<file path="config.mk">
export PLATFORM = sky130hd
export DESIGN_NAME = i2c_master_param
export DESIGN_NICKNAME = d
export VERILOG_FILES = /design/src/rtl/i2c_master_param.sv
export SDC_FILE = /design/constraint.sdc
export NUM_CORES = 1
export LEC_CHECK = 0
export CAP_MARGIN = 15
export CORE_MARGIN = 4
export CORE_UTILIZATION = 53
export CTS_CLUSTER_SIZE = 40
export DETAILED_ROUTE_END_ITERATION = 8
export PLACE_DENSITY_LB_ADDON = 0.08
export SLEW_MARGIN = 20
export SYNTH_ARGS = -nofsm -noshare
export SYNTH_HDL_FRONTEND = slang
export SYNTH_SLANG_ARGS = --single-unit
</file>
<file path="constraint.sdc">
create_clock -name clk -period 2.2 [get_ports clk]
set_input_delay 0.22 -clock clk [delete_from_list [all_inputs] [get_ports clk]]
set_output_delay 0.22 -clock clk [all_outputs]
set_load 0.03 [all_outputs]
</file>
<file path="src/rtl/i2c_master_param.sv">
// Parametrised I2C master: START, address+RNW, DATA_BYTES data bytes with ACK/NACK handling, STOP.
// Define I2C_MASTER_CLK_STRETCH_EN to let a slave stretch SCL (SCL_IN is otherwise ignored).
module i2c_master_param #(
    parameter int DATA_BYTES = 2,
    parameter int CLK_DIV    = 1
) (
    input  logic                    clk,
    input  logic                    rst,
    input  logic                    RNW,
    input  logic [6:0]              I2C_ADDR,
    input  logic [8*DATA_BYTES-1:0] WR_DATA,
    input  logic                    START_STB,
    input  logic                    SDA_IN,
    input  logic                    SCL_IN,
    output logic                    SCL,
    output logic                    SDA_OUT,
    output logic                    SDA_OE,
    output logic [8*DATA_BYTES-1:0] RD_DATA,
    output logic                    BUSY,
    output logic                    DONE,
    output logic                    NACK
);
    localparam int DW  = 8 * DATA_BYTES;
    localparam int QW  = (CLK_DIV > 1) ? $clog2(CLK_DIV) : 1;
    localparam int BCW = (DATA_BYTES > 1) ? $clog2(DATA_BYTES) : 1;
    localparam logic [QW-1:0]  QLAST     = QW'(CLK_DIV - 1);
    localparam logic [BCW-1:0] LAST_BYTE = BCW'(DATA_BYTES - 1);

    localparam logic [2:0] S_IDLE  = 3'd0;
    localparam logic [2:0] S_START = 3'd1;
    localparam logic [2:0] S_ADDR  = 3'd2;
    localparam logic [2:0] S_WDATA = 3'd3;
    localparam logic [2:0] S_RDATA = 3'd4;
    localparam logic [2:0] S_STOP  = 3'd5;

    logic [2:0]     r_state;
    logic [QW-1:0]  r_qcnt;
    logic [1:0]     r_phase;
    logic [3:0]     r_bit;
    logic [BCW-1:0] r_byte;
    logic [7:0]     r_shift;
    logic [DW-1:0]  r_wdata;
    logic [DW-1:0]  r_rdata;
    logic [DW-1:0]  r_rd_out;
    logic           r_rnw;
    logic           r_sda_smp;
    logic           r_done;
    logic           r_nack;

    logic w_hold;
    logic w_step;
    logic w_sample;
    logic w_bit_end;
    logic w_last_byte;

`ifdef I2C_MASTER_CLK_STRETCH_EN
    // Freeze the quarter counter while we release SCL high but a slave still holds it low.
    assign w_hold = (r_state != S_IDLE) && r_phase[1] && SCL && !SCL_IN;
`else
    logic w_unused_scl_in;
    assign w_unused_scl_in = SCL_IN;
    assign w_hold          = 1'b0;
`endif

    assign w_step      = (r_qcnt == QLAST) && !w_hold;
    assign w_sample    = w_step && (r_phase == 2'd2);
    assign w_bit_end   = w_step && (r_phase == 2'd3);
    assign w_last_byte = (r_byte == LAST_BYTE);

    assign BUSY    = (r_state != S_IDLE);
    assign DONE    = r_done;
    assign NACK    = r_nack;
    assign RD_DATA = r_rd_out;

    // Bit 8 of each byte slot is the ACK bit.
    always_comb begin
        SCL     = 1'b1;
        SDA_OUT = 1'b1;
        SDA_OE  = 1'b1;
        case (r_state)
            S_START: SDA_OUT = ~r_phase[1];
            S_ADDR, S_WDATA: begin
                SCL = r_phase[1];
                if (r_bit[3]) SDA_OE = 1'b0;
                else          SDA_OUT = r_shift[7];
            end
            S_RDATA: begin
                SCL = r_phase[1];
                if (r_bit[3]) SDA_OUT = w_last_byte;
                else          SDA_OE = 1'b0;
            end
            S_STOP: begin
                SCL     = (r_phase != 2'd0);
                SDA_OUT = (r_phase == 2'd3);
            end
            default: ;
        endcase
    end

    always_ff @(posedge clk) begin
        if (rst) begin
            r_state   <= S_IDLE;
            r_qcnt    <= '0;
            r_phase   <= '0;
            r_bit     <= '0;
            r_byte    <= '0;
            r_shift   <= '0;
            r_wdata   <= '0;
            r_rdata   <= '0;
            r_rd_out  <= '0;
            r_rnw     <= 1'b0;
            r_sda_smp <= 1'b0;
            r_done    <= 1'b0;
            r_nack    <= 1'b0;
        end else begin
            r_done <= 1'b0;
            if (r_state == S_IDLE) begin
                r_qcnt  <= '0;
                r_phase <= '0;
                r_bit   <= '0;
                r_byte  <= '0;
                if (START_STB) begin
                    r_state <= S_START;
                    r_shift <= {I2C_ADDR, RNW};
                    r_rnw   <= RNW;
                    r_wdata <= WR_DATA;
                    r_rdata <= '0;
                    r_nack  <= 1'b0;
                end
            end else begin
                if (!w_hold) r_qcnt <= (r_qcnt == QLAST) ? '0 : r_qcnt + QW'(1);
                if (w_step)  r_phase <= r_phase + 2'd1;
                if (w_sample) begin
                    r_sda_smp <= SDA_IN;
                    if (r_state == S_RDATA && !r_bit[3]) r_rdata <= {r_rdata[DW-2:0], SDA_IN};
                end
                if (w_bit_end) begin
                    case (r_state)
                        S_START: begin
                            r_state <= S_ADDR;
                            r_bit   <= '0;
                        end
                        S_ADDR, S_WDATA, S_RDATA: begin
                            if (!r_bit[3]) begin
                                r_bit   <= r_bit + 4'd1;
                                r_shift <= {r_shift[6:0], 1'b0};
                            end else begin
                                r_bit <= '0;
                                // A read-data ACK slot is driven by us, so only ADDR/WDATA can abort.
                                if (r_state != S_RDATA && r_sda_smp) begin
                                    r_nack  <= 1'b1;
                                    r_state <= S_STOP;
                                end else if (r_state == S_ADDR) begin
                                    r_byte  <= '0;
                                    r_state <= r_rnw ? S_RDATA : S_WDATA;
                                    r_shift <= r_wdata[DW-1 -: 8];
                                    r_wdata <= r_wdata << 8;
                                end else if (w_last_byte) begin
                                    r_state <= S_STOP;
                                end else begin
                                    r_byte  <= r_byte + BCW'(1);
                                    r_shift <= r_wdata[DW-1 -: 8];
                                    r_wdata <= r_wdata << 8;
                                end
                            end
                        end
                        S_STOP: begin
                            r_state <= S_IDLE;
                            r_done  <= 1'b1;
                            if (r_rnw && !r_nack) r_rd_out <= r_rdata;
                        end
                        default: r_state <= S_IDLE;
                    endcase
                end
            end
        end
    end
endmodule

</file>
Word-level counts from Yosys, hierarchy flattened. Index checks and enable logic that the tools add are counted.

Register bits: 71. Input bits: 29.

Muxes and demuxes: 47. Reductions and logical operators: 32. $add $sub $neg: 4. Bitwise gates (word level): 5. Eq/ne operators: 15.

Operator list (number): $mux 16 (12); $mux 8 (8); $mux 3 (8); $reduce_bool 2->1 (8); $mux 1 (13); $reduce_and 4->1 (3); $reduce_and 5->1 (2); $reduce_or 3->1 (3); $pmux 4 s2 (1); $eq 3x2->1 const B (2); $eq 3x3->1 const B (2); $ne 3x1->1 const B (2); $ne 3x3->1 const B (2); $pmux 3 s2 (1); $reduce_and 2->1 (3); $reduce_and 6->1 (1); $logic_and 1x1->1 (5); $ne 5x1->1 const B (1); $not 1->1 (5); $add 4x1->4 const B (1); $eq 2x2->1 const B (2); $mux 4 (1); $ne 2x2->1 const B (2); $ne 4x2->1 const B (1); 10 further kinds (14).

Depth between registers and ports, before layout. Gate-level depths: netlist of run 1.

Depth after elaboration: 7. Mapped depth: 8. Depth with buffers taken out: 7.

Worst setup path after synthesis of run 1. OpenSTA, ideal clock, no wires.

Path kind: register to output. From: register r_bit[3]. To: output SDA_OUT. Arrival time: 1.745 ns. Stages on the path, launching flop included: 7. Data required time: 1.980 ns. Path slack: 0.235 ns. Buffers on the path: 2. Path through: dfxtp_1 -> buf_2 -> clkbuf_1 -> nor2_1 -> nand2_1 -> o31ai_1 -> o21ai_0.

Word-level cells in the longest chain between the ends: 2. Elaborated cells between the ends (all ways): 3. Classes of those cells: mux: 3.

RTL lines: start: declaration (RTL line 39) `logic [3:0] r_bit;`; start signal: assignment (RTL line 145) `r_bit <= r_bit + 4'd1;`; $mux 1 (on tied branches) (RTL line 89, 84); $pmux 1 s4 (*) (RTL line 80) `case (r_state)`; end: declaration (RTL line 16) `output logic SDA_OUT,`.

Mark *: on every way between the ends. The rest lies on a longest branch, timed or not.

Final worst setup path of run 1.
From: register r_state[1]. To: output SCL.

Word-level cells in the longest chain between the ends: 3. Elaborated cells between the ends (all ways): 6. Classes of those cells: eq/ne: 4; mux: 1; reduce/logical: 1.

RTL lines: start: declaration (RTL line 36) `logic [2:0] r_state;`; start signal: assignment (RTL line 155) `r_state <= r_rnw ? S_RDATA : S_WDATA;`; $eq 3x3->1 or $eq 3x2->1 (tied branches) (RTL line 80); $reduce_or 3->1 (no source line); $pmux 1 s2 (*) (RTL line 80); end: declaration (RTL line 15) `output logic SCL,`.

Marks and branches as above.

==> results of run 1 <==
==> per-layer routing <==
metal,up-vias,wire [um]
met5,-,0
met4,0,109
met3,12,405
met2,76,3110
met1,1178,3100
li1,1304,-
==> power by group through the flow <==
stage	sequential [mW]	combinational, mW	clock, mW
floorplan	1.59	1.14	0
detailed placement	1.67	1.58	0
global route	1.69	1.75	1.22
CTS	1.65	1.60	1.15
global placement	1.66	1.55	0
finish	1.66	1.58	1.14
==> repair_timing <==
action	4_1_cts	5_1_grt
setup buffers	0	0
gates resized for setup	6	1
setup endpoints to repair	3	1
==> cell type report <==
| class | count | area, sq um |
|---|---|---|
| clock inverter | 7 | 95.1 |
| inverter | 7 | 26.3 |
| clock buffer | 9 | 124 |
| tap | 72 | 90.1 |
| fill | 488 | 1650 |
| timing repair buffer | 67 | 631 |
| sequential | 71 | 1430 |
| multi-input combinational | 236 | 1500 |
==> stage by stage <==
stage,util (%),worst slack (ps)
CTS,70.3,81.9
detailed placement,66.2,75.1
floorplan,-,235
global placement,66.2,116
global route,70.3,38.7
finish,70.3,175
==> registers in the layout, summed over array words and instances, names as in the netlist <==
signal     cells
DONE           1
NACK           1
RD_DATA       16
r_bit          4
r_byte         1
r_phase        2
r_qcnt         1
r_rdata       16
r_rnw          1
r_sda_smp      1
r_shift        8
r_state        3
r_wdata       16
==> cells by family after synthesis <==
kind of cell | Yosys count
AND/OR/NAND/NOR | 118
AO/OA/AOI/OAI | 84
flip-flops | 71
buffers and inverters | 32
multiplexers | 26
adder cells (fa/ha/maj) | 4
XOR/XNOR | 3
other | 1
==> final timing paths <==
kind | start | to | cells after the start
max | r_state[1] | SCL | 5
min | rst | RD_DATA[11] | 2
max reg2reg | r_state[2] | r_state[2] | 5
min reg2reg | r_wdata[3] | r_wdata[3] | 2
==> critical path, delay by kind of cell (launching register included) <==
family	cells	cell delay, ps
simple gates	3	400
flops	1	520
buf+inv	1	420
compound gates	1	120
==> layout by cell type, fill, tap and decap left out, types with 2 or more instances in the layout <==
| master | instances |
|---|---|
| xor2_1 | 2 |
| a311oi_2 | 2 |
| buf_4 | 18 |
| a31oi_1 | 2 |
| a21o_1 | 2 |
| mux2i_1 | 25 |
| dfxtp_1 | 68 |
| clkinv_2 | 2 |
| clkbuf_8 | 9 |
| a211oi_1 | 4 |
| dfxtp_2 | 3 |
| nor2b_1 | 3 |
| nand2_1 | 39 |
| a21oi_1 | 26 |
| nor2_1 | 47 |
| bufinv_16 | 2 |
| nand2b_1 | 3 |
| a22o_1 | 16 |
| clkdlybuf4s50_1 | 44 |
| ha_1 | 4 |
| a211o_1 | 7 |
| o21ai_0 | 9 |
| a221oi_1 | 2 |
| o211ai_1 | 2 |
| and3_1 | 2 |
| nor3b_1 | 3 |
| a311oi_1 | 6 |
| inv_1 | 6 |
| nand3_1 | 10 |
| nor3_1 | 4 |
| dlygate4sd2_1 | 2 |
==> flow_metrics.py, run 1 <==
metrics = {
    "outcome": {
        "outcome": "complete, no violations",
    },
    "route": {
        "viasPerCell": 5.48,
        "routed_wire_length_per_instance_um": 14.3,
        "wl_um": 6730,
        "drt_drc_violations_left": 0,
        "tritonroute_pass_1_iters": 4,
        "via_count": 2570,
        "drt_iter0_markers": 109,
        "drt.antenna.violating_nets": 0,
    },
    "placed_design": {
        "gpl.final_weighted_congestion": 0.832,
        "post_placement_cell_area_sq_um": 3670,
        "dpl.hpwl_um": 4650,
        "placed_cells_incl_taps": 453,
        "port_buffers": 49,
    },
    "power_and_ir_drop": {
        "power.clock.fraction_pct": 25.9,
        "p_total_mw": 4.38,
        "p_sw_mw": 1.60,
        "power_switching_share_pct": 36.6,
        "power.density_nw_per_um2": 1120,
        "seq_power_share_pct": 37.9,
        "p_int_mw": 2.77,
        "vdd_ir_drop_max_uv": 762,
        "power.combinational.fraction_pct": 36.2,
        "total_leakage_power_nw": 1.56,
    },
    "cells_and_area": {
        "layout-drive-gt1-share_pct": 12.6,
        "stdcell_area_sq_um": 3890,
        "final_nets": 425,
        "antenna_diodes": 0,
        "area_growth_syn_to_layout_pct": 27.1,
        "final_cell_count_no_fill": 469,
    },
    "global_route": {
        "globalRoute.busiestLayer": "met2",
        "met1_demand_to_capacity_share_in_global_routing_pct": 26.3,
        "grt_pass1_wl_um": 11600,
        "initial_antenna_violation_count": 0,
        "grt_overflow": 0,
        "grt_start_max_net_pins": 34,
        "track_usage_pct": 20.0,
        "groute.layer.met2.usage_pct": 31.7,
        "global_route.usage.met3_pct": 4.24,
        "grt_pass1_vias": 2521,
    },
    "timing": {
        "hold_violations": 0,
        "finalMaxSlewViolations": 0,
        "finClkSkew_ps": 7.05,
        "layout_min_cycle_time_ps": 2030,
        "fmax_mhz": 494,
        "rsz0062_at_grt": "false",
        "timing.hold.ws_ps": 279,
        "finalSetupViolCount": 0,
        "setup-tns-final_ps": 0,
        "period_utilization_pct": 92.1,
    },
    "yosys": {
        "compound_gate_fraction_of_synth_area_pct": 20.3,
        "post_synth_xor_area_fraction_pct": 0.857,
        "synth_seq_cells": 71,
        "synth_enable_flop_cells": 0,
        "synth-simple-area-share_pct": 17.5,
        "synth.top_cell.area_share_pct": 46.4,
        "syn_area_per_cell_sq_um": 9.04,
        "synth_area_leader_cell": "dfxtp_1",
        "syn_nets": 372,
        "synthTopCellsByArea": "dfxtp_1, mux2i_1, nor2_1, nand2_1, a22o_1",
        "synthesis.yosys.warnings": 0,
        "ys_async_sr_fraction_pct": 0,
        "post_synth_inst_count": 339,
        "synth.most_common_cell": "dfxtp_1",
        "muxShareOfSynthArea_pct": 8.53,
        "synth_seq_area_share_pct": 46.4,
        "yosys_most_used_dff": "dfxtp_1",
        "synth.lib_cells_used.distinct": 45,
        "post_synth_instance_area_sq_um": 3060,
        "synth_top_family_by_area": "compound AO/OA/AOI/OAI gates",
        "synthAdderAreaFrac_pct": 1.63,
        "top_cells_by_instance_count_after_synthesis": "dfxtp_1, nor2_1, nand2_1",
    },
    "worst_setup_path": {
        "arrival_ps": 1810,
        "timing_worst_setup_path_type": "reg -> out",
        "cp_slowest_stage_delay_ps": 520,
        "critical_path.endpoint_type": "output port",
        "crit_chain": "nor3b_1 > nor2_1 > nor2_1 > a21oi_1 > dlygate4sd2_1",
        "setup.worst_path.start_class": "flop",
        "timing.critical_path.fanout_max": 17,
        "crit_top_cell": "nor2_1",
        "worst-endpoint-required_ps": 1980,
        "regToRegSetupSlack_ps": 250,
        "slowest_stage": "dfxtp_2",
    },
    "floorplanning": {
        "core_area_sq_um": 5540,
        "initial_util_pct": 55.3,
        "die_height_um": 84.0,
        "io_pins": 51,
        "fp.dieArea_sq_um": 7060,
        "num_rows": 27,
        "die_x_um": 84.0,
    },
    "clock_network": {
        "numCtsBuffers": 9,
        "clock_tree.buffer_depth": 2,
        "cts-hold-fix-buffers": 0,
        "clock-sinks": 71,
        "clk_pin_slew_worst_paths_ps": 80,
        "clk_latency_ps": 340,
        "cts_tree": "done",
        "root_buffer": "clkbuf_8",
        "cts_htree_levels": 3,
    },
    "run": {
        "drv.max_cap_violation_count": 0,
    },
    "min_path": {
        "min_path_type": "in -> reg",
    },
}
(Power assumes the default switching activity.)
==> inputs of run 2 (changes only) <==
--- a/config.mk
+++ b/config.mk
@@ -5,12 +5,13 @@
 export SDC_FILE = /design/constraint.sdc
 export NUM_CORES = 1
 export LEC_CHECK = 0
-export CAP_MARGIN = 15
+export CAP_MARGIN = 20
 export CORE_MARGIN = 4
 export CORE_UTILIZATION = 53
 export CTS_CLUSTER_SIZE = 40
 export DETAILED_ROUTE_END_ITERATION = 8
 export PLACE_DENSITY_LB_ADDON = 0.08
+export REMOVE_ABC_BUFFERS = 1
 export SLEW_MARGIN = 20
 export SYNTH_ARGS = -nofsm -noshare
 export SYNTH_HDL_FRONTEND = slang
==> run 2 against run 1 <==
Non-clock buffer count increased by 4. Critical path depth grew 1. Global-route usage grew 0.33 points. Maximum frequency fell by 4.0%. Clock skew increased by 4.1 ps. Design area grew 0.64%. Critical path type unchanged. Largest cell class unchanged.
==> flow_metrics.py, run 2 (same netlist as run 1, synthesis figures left out) <==
metrics = {
    "outcome": {
        "outcome": "complete, no violations",
    },
    "cells_and_area": {
        "mostFrequentLayoutCell": "dfxtp_1",
        "antenna_diodes": 0,
        "final_nets": 429,
        "multiInputGateArea_sq_um": 1500,
        "ff_latch_area_sq_um": 1420,
        "final_cell_count_no_fill": 473,
        "layout-drive-gt1-share_pct": 13.2,
        "area_growth_syn_to_layout_pct": 27.9,
        "mostFrequentLayoutCells": "dfxtp_1, nor2_1, clkdlybuf4s50_1, nand2_1, a21oi_1",
        "filler_cell_count": 460,
        "layout.core_utilization_pct": 70.8,
    },
    "placed_design": {
        "port_buffers": 49,
        "placed_cells_incl_taps": 457,
        "gpl.final_weighted_congestion": 0.864,
        "dp_worst_setup_slack_ps": 73.7,
        "dpl.hpwl_um": 4820,
    },
    "floorplanning": {
        "num_rows": 27,
        "initial_util_pct": 55.3,
        "fp.dieArea_sq_um": 7060,
        "io_pins": 51,
        "core_area_sq_um": 5540,
        "die_height_um": 84.0,
        "die_x_um": 84.0,
    },
    "timing": {
        "fmax_mhz": 474,
        "hold_violations": 0,
        "period_utilization_pct": 95.9,
        "layout_min_cycle_time_ps": 2110,
        "tightestPinTransition_ps": 509,
        "slew_headroom_pct": 65.7,
        "finalSetupViolCount": 0,
        "finClkSkew_ps": 11.2,
        "setup_slack_ps": 91.1,
        "rsz0062_at_grt": "false",
        "finalMaxSlewViolations": 0,
        "setup-tns-final_ps": 0,
    },
    "run": {
        "drv.max_cap_violation_count": 0,
    },
    "global_route": {
        "met1_demand_to_capacity_share_in_global_routing_pct": 25.9,
        "grt_pass1_wl_um": 11600,
        "initial_antenna_violation_count": 0,
        "grt_start_max_net_pins": 25,
        "groute.layer.met2.usage_pct": 33.0,
        "global_route.usage.met3_pct": 3.65,
        "grt_overflow": 0,
        "grt_pass1_vias": 2491,
        "globalRoute.busiestLayer": "met2",
        "track_usage_pct": 20.4,
    },
    "min_path": {
        "min_path_type": "in -> reg",
        "hold_path_startpoint": "rst",
        "min_path_cells": 2,
    },
    "route": {
        "viasPerCell": 5.45,
        "drt_drc_violations_left": 0,
        "drt.antenna.violating_nets": 0,
        "wl_um": 6830,
        "drt_iter0_markers": 91,
        "tritonroute_pass_1_iters": 4,
        "routed_wire_length_per_instance_um": 14.4,
        "via_count": 2577,
    },
    "clock_network": {
        "clk_pin_slew_worst_paths_ps": 80,
        "numCtsBuffers": 9,
        "post_cts_buffers": 0,
        "clock-sinks": 71,
        "clk_latency_ps": 340,
        "cts_tree": "done",
        "cts_htree_levels": 3,
        "clock_tree.buffer_depth": 2,
        "root_buffer": "clkbuf_8",
        "cts-hold-fix-buffers": 0,
    },
    "worst_setup_path": {
        "critPathLaunch": "r_bit[3]",
        "crit_chain": "buf_4 > nor2_1 > nand2_1 > o31ai_1 > o21ai_0 > buf_12",
        "timing.critical_path.fanout_max": 11,
        "setup.worst_path.start_class": "flop",
        "critical_path.endpoint_type": "output port",
        "worst-endpoint-required_ps": 1980,
        "slowest_stage": "dfxtp_1",
        "rr_startpoint": "r_state[1]",
        "timing_worst_setup_path_type": "reg -> out",
        "reg2reg_depth": 6,
        "arrival_ps": 1890,
        "cp_slowest_stage_delay_ps": 510,
    },
    "power_and_ir_drop": {
        "power.density_nw_per_um2": 1100,
        "total_leakage_power_nw": 1.57,
        "vdd_ir_drop_max_uv": 722,
    },
}
## run 2: area by class of cell
cell class | instances | share of cell area [%]
well taps | 72 | 2.30
clock inverters | 6 | 1.72
clock buffers | 10 | 3.51
multi-input cells | 236 | 38.2
flip-flops and latches | 71 | 36.3
inverters | 7 | 0.670
repair buffers | 71 | 17.3
## run 2: repair_timing
item | 4_1_cts | 5_1_grt
cloned | 0 | 0
gates resized for setup | 3 | 2
setup endpoints to repair | 3 | 2
## run 2: critical path: cells and delay by family, from the launching register on
kind	cells	cell delay (ps)
compound gates	2	410
flops	1	510
buf+inv	2	460
simple gates	2	160
## run 2: layer usage
metal	vias to the layer above	routed length (um)
met1	1196	3100
met5	-	0
met2	62	3250
met3	11	367
li1	1308	-
met4	0	116
## run 2: through the flow
| stage | hold slack (ps) | cell area [sq um] | power (mW) |
|---|---|---|---|
| CTS | 192 | 3920 | 4.35 |
| global placement | 439 | 3710 | 3.28 |
| global route | 206 | 3920 | 4.61 |
| floorplan | 288 | 2950 | 2.63 |
| detailed placement | 445 | 3710 | 3.30 |
| finish | 211 | 3920 | 4.32 |
## run 2: worst paths after layout
check / end / slack, ps
worst max register to register: r_shift[0] / 330
worst min-delay path: r_state[1] / 210
worst max-delay path: SDA_OUT / 90
worst min register to register: r_wdata[6] / 450
## run 2: power breakdown
part | internal (mW) | switching, mW
sequential | 1.48 | 0.160
combinational | 0.676 | 0.945
clock | 0.558 | 0.501
